===== src/rtl/mem_write_m1_if.sv =====
// Stream-in / BRAM-write bundle for the matrix-1 loader.
// The master drives the element stream; the slave (loader) drives the bank write ports.
interface mem_write_m1_if #(
    parameter int D_W = 32,
    parameter int AW  = 4
);
    logic           start;
    logic [D_W-1:0] s_data;
    logic           s_valid;
    logic           s_ready;
    logic           wr_en_bram0;
    logic           wr_en_bram1;
    logic           wr_en_bram2;
    logic [AW-1:0]  wr_addr_bram0;
    logic [AW-1:0]  wr_addr_bram1;
    logic [AW-1:0]  wr_addr_bram2;
    logic [D_W-1:0] wr_data_bram0;
    logic [D_W-1:0] wr_data_bram1;
    logic [D_W-1:0] wr_data_bram2;
    logic           busy;
    logic           done;

    modport master (
        output start, s_data, s_valid,
        input  s_ready,
        input  wr_en_bram0, wr_en_bram1, wr_en_bram2,
        input  wr_addr_bram0, wr_addr_bram1, wr_addr_bram2,
        input  wr_data_bram0, wr_data_bram1, wr_data_bram2,
        input  busy, done
    );

    modport slave (
        input  start, s_data, s_valid,
        output s_ready,
        output wr_en_bram0, wr_en_bram1, wr_en_bram2,
        output wr_addr_bram0, wr_addr_bram1, wr_addr_bram2,
        output wr_data_bram0, wr_data_bram1, wr_data_bram2,
        output busy, done
    );
endinterface


===== src/rtl/mem_write_m1.sv =====
// Loads a row-major MxM element stream into N=3 column-interleaved BRAM banks,
// laid out so bank (c mod N) holds element (r,c) at address (c/N)*M + r.
module mem_write_m1 #(
    parameter int D_W = 32,
    parameter int N   = 3,
    parameter int M   = 6
) (
    input logic           clk,
    input logic           rst_n,
    mem_write_m1_if.slave bus
);
    localparam int AW = $clog2((M * M) / N);
    localparam int GN = M / N;
    localparam int RW = (M > 1) ? $clog2(M) : 1;
    localparam int KW = (N > 1) ? $clog2(N) : 1;
    localparam int GW = (GN > 1) ? $clog2(GN) : 1;

    localparam logic [1:0] IDLE = 2'd0;
    localparam logic [1:0] LOAD = 2'd1;
    localparam logic [1:0] DONE = 2'd2;

    logic [1:0]     state_q;
    logic [RW-1:0]  r_q;
    logic [KW-1:0]  k_q;
    logic [GW-1:0]  g_q;
    logic [2:0]     wr_en_q;
    logic [AW-1:0]  wr_addr_q [3];
    logic [D_W-1:0] wr_data_q [3];

    logic          in_load;
    logic          accept;
    logic          last_beat;
    logic [AW-1:0] addr_c;

    assign in_load   = (state_q == LOAD);
    assign accept    = in_load && bus.s_valid;
    assign last_beat = (r_q == RW'(M - 1)) && (k_q == KW'(N - 1)) && (g_q == GW'(GN - 1));
    // Group index stands in for c/N, so the address needs only a constant multiply.
    assign addr_c    = AW'(g_q) * AW'(M) + AW'(r_q);

    always_ff @(posedge clk or negedge rst_n) begin
        if (!rst_n) begin
            state_q <= IDLE;
            r_q     <= '0;
            k_q     <= '0;
            g_q     <= '0;
            wr_en_q <= '0;
            // NOTE: these are plain output registers, not a RAM array, so resetting them is cheap and keeps the bank ports at 0 in reset.
            for (int b = 0; b < 3; b++) begin
                wr_addr_q[b] <= '0;
                wr_data_q[b] <= '0;
            end
        end else begin
            // NOTE: non-blocking default makes each write enable a one-cycle pulse unless re-asserted below.
            wr_en_q <= '0;
            case (state_q)
                IDLE: begin
                    if (bus.start) begin
                        state_q <= LOAD;
                        r_q     <= '0;
                        k_q     <= '0;
                        g_q     <= '0;
                    end
                end
                LOAD: begin
                    if (accept) begin
                        for (int b = 0; b < 3; b++) begin
                            if (k_q == KW'(b)) begin
                                wr_en_q[b]   <= 1'b1;
                                wr_addr_q[b] <= addr_c;
                                wr_data_q[b] <= bus.s_data;
                            end
                        end
                        if (k_q == KW'(N - 1)) begin
                            k_q <= '0;
                            if (g_q == GW'(GN - 1)) begin
                                g_q <= '0;
                                r_q <= (r_q == RW'(M - 1)) ? '0 : r_q + RW'(1);
                            end else begin
                                g_q <= g_q + GW'(1);
                            end
                        end else begin
                            k_q <= k_q + KW'(1);
                        end
                        if (last_beat) state_q <= DONE;
                    end
                end
                DONE:    state_q <= IDLE;
                default: state_q <= IDLE;
            endcase
        end
    end

    assign bus.s_ready       = in_load;
    assign bus.busy          = (state_q == LOAD) || (state_q == DONE);
    assign bus.done          = (state_q == DONE);
    assign bus.wr_en_bram0   = wr_en_q[0];
    assign bus.wr_en_bram1   = wr_en_q[1];
    assign bus.wr_en_bram2   = wr_en_q[2];
    assign bus.wr_addr_bram0 = wr_addr_q[0];
    assign bus.wr_addr_bram1 = wr_addr_q[1];
    assign bus.wr_addr_bram2 = wr_addr_q[2];
    assign bus.wr_data_bram0 = wr_data_q[0];
    assign bus.wr_data_bram1 = wr_data_q[1];
    assign bus.wr_data_bram2 = wr_data_q[2];
endmodule


===== src/flat_wrapper.sv =====
// flat-port wrapper written by rule: the top's interface ports become plain ports
module mem_write_m1_flat 
#(
    parameter int D_W = 32,
    parameter int N   = 3,
    parameter int M   = 6
)
  (clk, rst_n, bus_start, bus_s_data, bus_s_valid, bus_s_ready, bus_wr_en_bram0, bus_wr_en_bram1, bus_wr_en_bram2, bus_wr_addr_bram0, bus_wr_addr_bram1, bus_wr_addr_bram2, bus_wr_data_bram0, bus_wr_data_bram1, bus_wr_data_bram2, bus_busy, bus_done);
  mem_write_m1_if #(.D_W(D_W), .AW(4)) bus_i ();
  input logic clk;
  input logic rst_n;
  input wire logic [$bits(bus_i.start)-1:0] bus_start;
  input wire logic [$bits(bus_i.s_data)-1:0] bus_s_data;
  input wire logic [$bits(bus_i.s_valid)-1:0] bus_s_valid;
  output wire logic [$bits(bus_i.s_ready)-1:0] bus_s_ready;
  output wire logic [$bits(bus_i.wr_en_bram0)-1:0] bus_wr_en_bram0;
  output wire logic [$bits(bus_i.wr_en_bram1)-1:0] bus_wr_en_bram1;
  output wire logic [$bits(bus_i.wr_en_bram2)-1:0] bus_wr_en_bram2;
  output wire logic [$bits(bus_i.wr_addr_bram0)-1:0] bus_wr_addr_bram0;
  output wire logic [$bits(bus_i.wr_addr_bram1)-1:0] bus_wr_addr_bram1;
  output wire logic [$bits(bus_i.wr_addr_bram2)-1:0] bus_wr_addr_bram2;
  output wire logic [$bits(bus_i.wr_data_bram0)-1:0] bus_wr_data_bram0;
  output wire logic [$bits(bus_i.wr_data_bram1)-1:0] bus_wr_data_bram1;
  output wire logic [$bits(bus_i.wr_data_bram2)-1:0] bus_wr_data_bram2;
  output wire logic [$bits(bus_i.busy)-1:0] bus_busy;
  output wire logic [$bits(bus_i.done)-1:0] bus_done;
  assign bus_i.start = bus_start;
  assign bus_i.s_data = bus_s_data;
  assign bus_i.s_valid = bus_s_valid;
  assign bus_s_ready = bus_i.s_ready;
  assign bus_wr_en_bram0 = bus_i.wr_en_bram0;
  assign bus_wr_en_bram1 = bus_i.wr_en_bram1;
  assign bus_wr_en_bram2 = bus_i.wr_en_bram2;
  assign bus_wr_addr_bram0 = bus_i.wr_addr_bram0;
  assign bus_wr_addr_bram1 = bus_i.wr_addr_bram1;
  assign bus_wr_addr_bram2 = bus_i.wr_addr_bram2;
  assign bus_wr_data_bram0 = bus_i.wr_data_bram0;
  assign bus_wr_data_bram1 = bus_i.wr_data_bram1;
  assign bus_wr_data_bram2 = bus_i.wr_data_bram2;
  assign bus_busy = bus_i.busy;
  assign bus_done = bus_i.done;
  mem_write_m1 #(.D_W(D_W), .N(N), .M(M)) u_core (.clk(clk), .rst_n(rst_n), .bus(bus_i));
endmodule

===== config.mk =====
export PLATFORM = sky130hd
export DESIGN_NAME = mem_write_m1_flat
export DESIGN_NICKNAME = d
export VERILOG_FILES = /design/src/rtl/mem_write_m1_if.sv /design/src/rtl/mem_write_m1.sv /design/src/flat_wrapper.sv
export SDC_FILE = /design/constraint.sdc
export NUM_CORES = 1
export LEC_CHECK = 0
export CORE_MARGIN = 1
export CORE_UTILIZATION = 29
export DETAILED_ROUTE_END_ITERATION = 16
export PLACE_DENSITY = 0.6
export SLEW_MARGIN = 20
export SYNTH_ARGS = -nofsm -noshare
export SYNTH_HDL_FRONTEND = slang
export SYNTH_SLANG_ARGS = --single-unit

===== constraint.sdc =====
create_clock -name clk -period 2.1 [get_ports clk]
set_input_delay 0.42 -clock clk [delete_from_list [all_inputs] [get_ports clk]]
set_output_delay 0.42 -clock clk [all_outputs]
set_load 0.01 [all_outputs]

==> impl_metrics.py, run 1 <==
metrics = {
    "run_status": {
        "status": "finished, final reports clean",
    },
    "sta": {
        "max_freq_ghz": 0.514,
        "hold_violations": 0,
        "tightestPinTransition_ps": 499,
        "maxSlewHeadroom": 0.667,
        "period_share": 0.927,
        "min_period_ps": 1950,
        "rsz0062_at_grt": "no",
        "setup_violations": 0,
        "skew_ps": 9.27,
        "finalMaxSlewViolations": 0,
        "finalSetupTns_ps": 0,
    },
    "floorplan": {
        "std_cell_rows": 45,
        "dieArea_mm2": 0.0165,
        "die-width_um": 129,
        "die_h_um": 129,
        "ios": 150,
        "initial_utilization": 0.301,
        "core_mm2": 0.0154,
    },
    "layout": {
        "layout-drive-gt1-share": 0.139,
        "nNetsFinal": 649,
        "final_common_cell": "nand2_1",
        "layout_common_cells": "215 x nand2_1, 145 x clkdlybuf4s50_1, 119 x dfrtp_1",
        "layout-area-overhead-vs-synth_pct": 52.5,
        "n_antenna_cell": 0,
    },
    "synthesis": {
        "synth_fp_nets": 486,
        "synth-seq-cells": 119,
        "syn_inst": 444,
        "synth_top_cell_area_share": 0.641,
        "synthTopCellsByArea": "dfrtp_1 64%, nand2_1 17%, mux2_2 8.5%",
        "seq_area_frac_synth": 0.641,
        "ys_warn_count": 0,
        "synth_area_mm2": 0.00465,
        "synth_cell_types": 28,
        "synth.largest_area_cell": "dfrtp_1",
        "synth_area_per_cell_um2": 10.5,
    },
    "global_route": {
        "grt_pass1_vias": 3679,
        "grt_pass1_wl_mm": 19.4,
        "grt_overflow": 0,
        "antenna_found_initial": 0,
        "grt_usage": 0.157,
        "grt_max_degree": 44,
    },
    "clocking": {
        "clk_path_buf_depth": 2,
        "cts_root_buf": "clkbuf_16",
        "clock_sinks": 119,
        "clk_pin_slew_ps": 50,
        "h-tree-depth": 4,
        "cts_buffers": 17,
        "post_cts_buffers": 0,
        "cts_tree": "yes",
        "clk_latency_ps": 410,
    },
    "critical_path": {
        "endpoint": "bus_s_ready",
        "r2r_slack_ps": 270,
        "arrival_ps": 1530,
        "r2r.worst_path.cells": 6,
        "path_max_fanout": 7,
        "r2r-start": "u_core.state_q[0]",
        "path_class": "reg2out",
        "critical_path_required_ps": 1680,
        "start_kind": "flip-flop",
        "worst_r2r_endpoint": "u_core.r_q[1]",
        "end_kind": "output port",
        "cp-startpoint": "u_core.state_q[1]",
    },
    "pwr": {
        "leakagePower_nw": 3.38,
        "power.density_mw_per_mm2": 1600,
        "ir_drop_uv": 644,
        "finalPower_mw": 11.3,
    },
    "placement": {
        "port_buffers": 149,
        "gp_congestion": 0.773,
        "dpl.hpwl_mm": 8.59,
    },
    "drt": {
        "drtIter0Drc": 177,
        "wl_met1_mm": 5.48,
        "routed.top_layer": "met4",
        "wl_met2_mm": 5.76,
        "dr.pass1.iters": 4,
        "wl_per_cell_um": 14.8,
        "routed_wl_mm": 12.3,
        "vias_per_cell": 4.36,
        "wl_met3_um": 853,
        "drc": 0,
        "via_count": 3620,
        "detail-route-antenna-nets": 0,
    },
    "run": {
        "drv_cap": 0,
    },
    "min_path": {
        "hold_class": "reg2reg",
    },
}
flip-flops by register name, indices dropped and copies added, names as in the netlist:
register and flops:
u_core.g_q 1, u_core.wr_en_q 3, u_core.r_q 3, u_core.bus.wr_addr_bram0 4
u_core.state_q 2, u_core.bus.wr_addr_bram1 4, u_core.bus.wr_data_bram2 32, u_core.bus.wr_data_bram1 32
u_core.bus.wr_data_bram0 32, u_core.bus.wr_addr_bram2 4, u_core.k_q 2
per-stage QoR:
step	cells	utilization	hold WS (ps)	setup WS [ps]	cell area [um^2]
2_1_floorplan	444	-	124	484	4650
3_3_place_gp	798	0.420	420	143	6470
3_5_place_dp	798	0.420	421	97.1	6470
4_1_cts	831	0.459	476	9.73	7080
5_1_grt	831	0.459	486	99.6	7090
6_report	831	0.459	469	154	7090
worst min-delay path by stage:
stage | from | to | slack, ps | cells past startpoint
3_3_place_gp | rst_n | u_core.wr_en_q[1] | 420 | 1
2_1_floorplan | rst_n | u_core.bus.wr_addr_bram0[0] | 120 | 0
4_1_cts | u_core.bus.wr_addr_bram0[0] | u_core.bus.wr_addr_bram0[0] | 480 | 2
6_report | u_core.bus.wr_addr_bram0[0] | u_core.bus.wr_addr_bram0[0] | 470 | 2
3_5_place_dp | rst_n | u_core.wr_en_q[1] | 420 | 1
5_1_grt | u_core.bus.wr_addr_bram2[1] | u_core.bus.wr_addr_bram2[1] | 490 | 2
cells in the mapped netlist:
library cell,count
nand2_1,215
dfrtp_1,119
mux2_2,35
buf_2,10
o21ai_0,10
inv_1,9
clkbuf_1,6
ha_1,5
a21oi_1,4
buf_4,4
nor2_1,4
a221o_1,3
nor3_1,3
inv_2,2
nand3_1,2
a21boi_0,1
a21o_1,1
a22o_1,1
fa_1,1
mux2i_1,1
nand2b_1,1
nand4_1,1
nand4b_2,1
nor2b_1,1
nor2b_2,1
o22a_1,1
o22ai_1,1
o41ai_1,1
timing repair:
item / CTS / global route
endpoints found under the hold margin: 34 / 0
setup endpoints to repair: 2 / 1
gates resized for setup: 3 / 1
hold buffers: 1 / 0
per-layer routing:
metal  GRT usage  vias to the layer above
li1            -                     1736
met1       0.196                     1769
met2       0.249                       98
met3      0.0557                       17
met4      0.0602                        0
met5           0                        -
critical path, stage by stage (launching register included):
cell and delay (ps):
dfrtp_1 390, inv_1 120, ha_2 290, dlygate4sd2_1 320
kinds of logic (layout without fill, tap and decap cells):
logic type                 count (synthesis)  in the layout  synth area share
and+or+nand+nor                          229            229             0.191
DFF                                      119            119             0.641
muxes                                     36             36            0.0870
buffers and inverters                     31            207            0.0310
AOI/OAI and AO/OA                         23             23            0.0318
adders and majority gates                  6              6            0.0178
power by group:
| group | internal [mW] | leakage [nW] | total (mW) | switching, mW |
|---|---|---|---|---|
| clock | 1.95 | 0.297 | 2.93 | 0.980 |
| sequential | 3.33 | 1.49 | 3.94 | 0.602 |
| combinational | 2.51 | 1.59 | 4.45 | 1.94 |
area by class of cell:
type / count / area, um^2
clock buffers: 23 / 478
repair buffers: 164 / 1670
fillers: 1443 / 8340
clock inverters: 9 / 123
inverters: 11 / 41.3
flip-flops and latches: 119 / 2980
multi-input cells: 294 / 1540
well taps: 211 / 264
Power figures use the tool's default switching activity.
==> run 2: changes to the inputs <==
--- a/config.mk
+++ b/config.mk
@@ -8,6 +8,7 @@
 export CORE_MARGIN = 1
 export CORE_UTILIZATION = 29
 export DETAILED_ROUTE_END_ITERATION = 16
+export MAX_ROUTING_LAYER = met4
 export PLACE_DENSITY = 0.6
 export SLEW_MARGIN = 20
 export SYNTH_ARGS = -nofsm -noshare
==> impl_metrics.py, run 2 (synthesis gave the netlist of run 1 again) <==
metrics = {
    "placement": {
        "dpl.hpwl_mm": 8.59,
        "port_buffers": 149,
        "dp.cells": 798,
        "gp_congestion": 0.784,
    },
    "floorplan": {
        "initial_utilization": 0.301,
        "dieArea_mm2": 0.0165,
        "std_cell_rows": 45,
        "die_h_um": 129,
        "die-width_um": 129,
        "core_mm2": 0.0154,
        "ios": 150,
    },
    "critical_path": {
        "end_kind": "output port",
        "path_max_fanout": 7,
        "worst-path-stages": 3,
        "path_buf_inv": 2,
        "worst_path_largest_cell_delay_ps": 390,
        "r2r.worst_path.cells": 6,
        "slowest_stage": "dfrtp_1",
        "cp_cell_sequence": "inv_1, ha_2, dlygate4sd2_1",
        "arrival_ps": 1530,
        "crit_family": "buffers and inverters",
        "start_kind": "flip-flop",
        "critical_path_required_ps": 1680,
        "path_class": "reg2out",
    },
    "sta": {
        "maxSlewHeadroom": 0.666,
        "finalMaxSlewViolations": 0,
        "max_freq_ghz": 0.512,
        "skew_ps": 6.44,
        "hold_violations": 0,
        "period_share": 0.931,
        "finalSetupTns_ps": 0,
        "tightestPinTransition_ps": 500,
        "setup_violations": 0,
        "rsz0062_at_grt": "no",
        "min_period_ps": 1950,
    },
    "pwr": {
        "power.density_mw_per_mm2": 1600,
        "finalPower_mw": 11.3,
        "leakagePower_nw": 3.38,
        "ir_drop_uv": 648,
    },
    "drt": {
        "vias_per_cell": 4.37,
        "wl_per_cell_um": 14.8,
        "routed_wl_mm": 12.3,
        "drtIter0Drc": 157,
        "drc": 0,
        "detail-route-antenna-nets": 0,
        "dr.pass1.iters": 4,
        "via_count": 3633,
    },
    "global_route": {
        "grt_pass1_vias": 3692,
        "grt_overflow": 0,
        "grt_usage": 0.162,
        "antenna_found_initial": 0,
        "grt_max_degree": 44,
        "grt_pass1_wl_mm": 19.4,
    },
    "layout": {
        "fill_cells": 1443,
        "instances_no_fill": 831,
        "layout-area-overhead-vs-synth_pct": 52.5,
        "finish.utilization": 0.459,
        "final_common_cell": "nand2_1",
        "nNetsFinal": 649,
        "n_antenna_cell": 0,
        "layout_common_cells": "215 x nand2_1, 145 x clkdlybuf4s50_1, 119 x dfrtp_1",
        "layout-drive-gt1-share": 0.139,
    },
    "clocking": {
        "h-tree-depth": 4,
        "cts_tree": "yes",
        "cts_root_buf": "clkbuf_16",
        "clk_pin_slew_ps": 50,
        "clk_latency_ps": 410,
        "clk_path_buf_depth": 2,
        "clock_sinks": 119,
        "cts_buffers": 17,
        "post_cts_buffers": 0,
    },
    "run_status": {
        "status": "finished, final reports clean",
    },
    "run": {
        "drv_cap": 0,
    },
    "min_path": {
        "hold-path-cell-count": 2,
        "hold_class": "reg2reg",
    },
}
-- run 2: cell counts in the layout (fill, tap and decap cells not counted) --
Identical to the previous run, type by type.
-- run 2: per-layer routing --
layer | routed length [um] | vias up | GRT usage
met5 | 0 | - | -
met4 | 193 | 0 | 0.0644
met3 | 683 | 15 | 0.0453
met2 | 5830 | 100 | 0.250
met1 | 5580 | 1783 | 0.200
li1 | - | 1735 | -
-- run 2: path summary, 6_finish.rpt --
kind,from,to,slack (ps)
min reg2reg,u_core.bus.wr_addr_bram0[0],u_core.bus.wr_addr_bram0[0],470
max in group asynchronous,rst_n,u_core.bus.wr_data_bram0[5],950
min in group asynchronous,rst_n,u_core.bus.wr_data_bram1[29],540
max reg2reg,u_core.state_q[0],u_core.r_q[1],310
min,u_core.bus.wr_addr_bram0[0],u_core.bus.wr_addr_bram0[0],470
max,u_core.state_q[1],bus_s_ready,150
-- run 2: timing repair --
item	CTS	global route
hold buffers	1	0
endpoints found under the setup margin	2	1
endpoints found under the hold margin	34	0
resized for setup	3	1
-- run 2: report_power, final --
group | leakage [nW] | switching, mW | total [mW] | internal, mW
logic | 1.59 | 1.94 | 4.45 | 2.51
registers | 1.49 | 0.602 | 3.94 | 3.33
clock network | 0.297 | 0.982 | 2.93 | 1.95
total | 3.38 | 3.52 | 11.3 | 7.79
-- run 2: per-stage QoR --
step	worst slack (ps)	hold slack (ps)	area [um^2]
final	145	469	7090
after global routing	102	486	7090
after floorplan	484	124	4650
after global placement	143	420	6470
after detailed placement	97.1	421	6470
after CTS	9.73	476	7080
-- run 2: layout make-up --
| type | count | area [um^2] | share of cell area |
|---|---|---|---|
| Clock buffer | 23 | 478 | 0.0674 |
| Timing Repair Buffer | 164 | 1670 | 0.235 |
| Tap cell | 211 | 264 | 0.0373 |
| Multi-Input combinational cell | 294 | 1540 | 0.217 |
| Clock inverter | 9 | 123 | 0.0173 |
| Sequential cell | 119 | 2980 | 0.420 |
| Inverter | 11 | 41.3 | 0.00583 |
-- run 2: worst min-delay path, cell delays in order (launching register included) --
cell and delay (ps):
dfrtp_1 340, nand2_1 50, nand2_1 50
==> run 3: changes to the inputs <==
--- a/config.mk
+++ b/config.mk
@@ -7,6 +7,7 @@
 export LEC_CHECK = 0
 export CORE_MARGIN = 1
 export CORE_UTILIZATION = 29
+export CTS_CLUSTER_SIZE = 16
 export DETAILED_ROUTE_END_ITERATION = 16
 export MAX_ROUTING_LAYER = met4
 export PLACE_DENSITY = 0.6
==> results of run 3 <==
No change in the layout: final DEF, timing and power equal those of run 2.
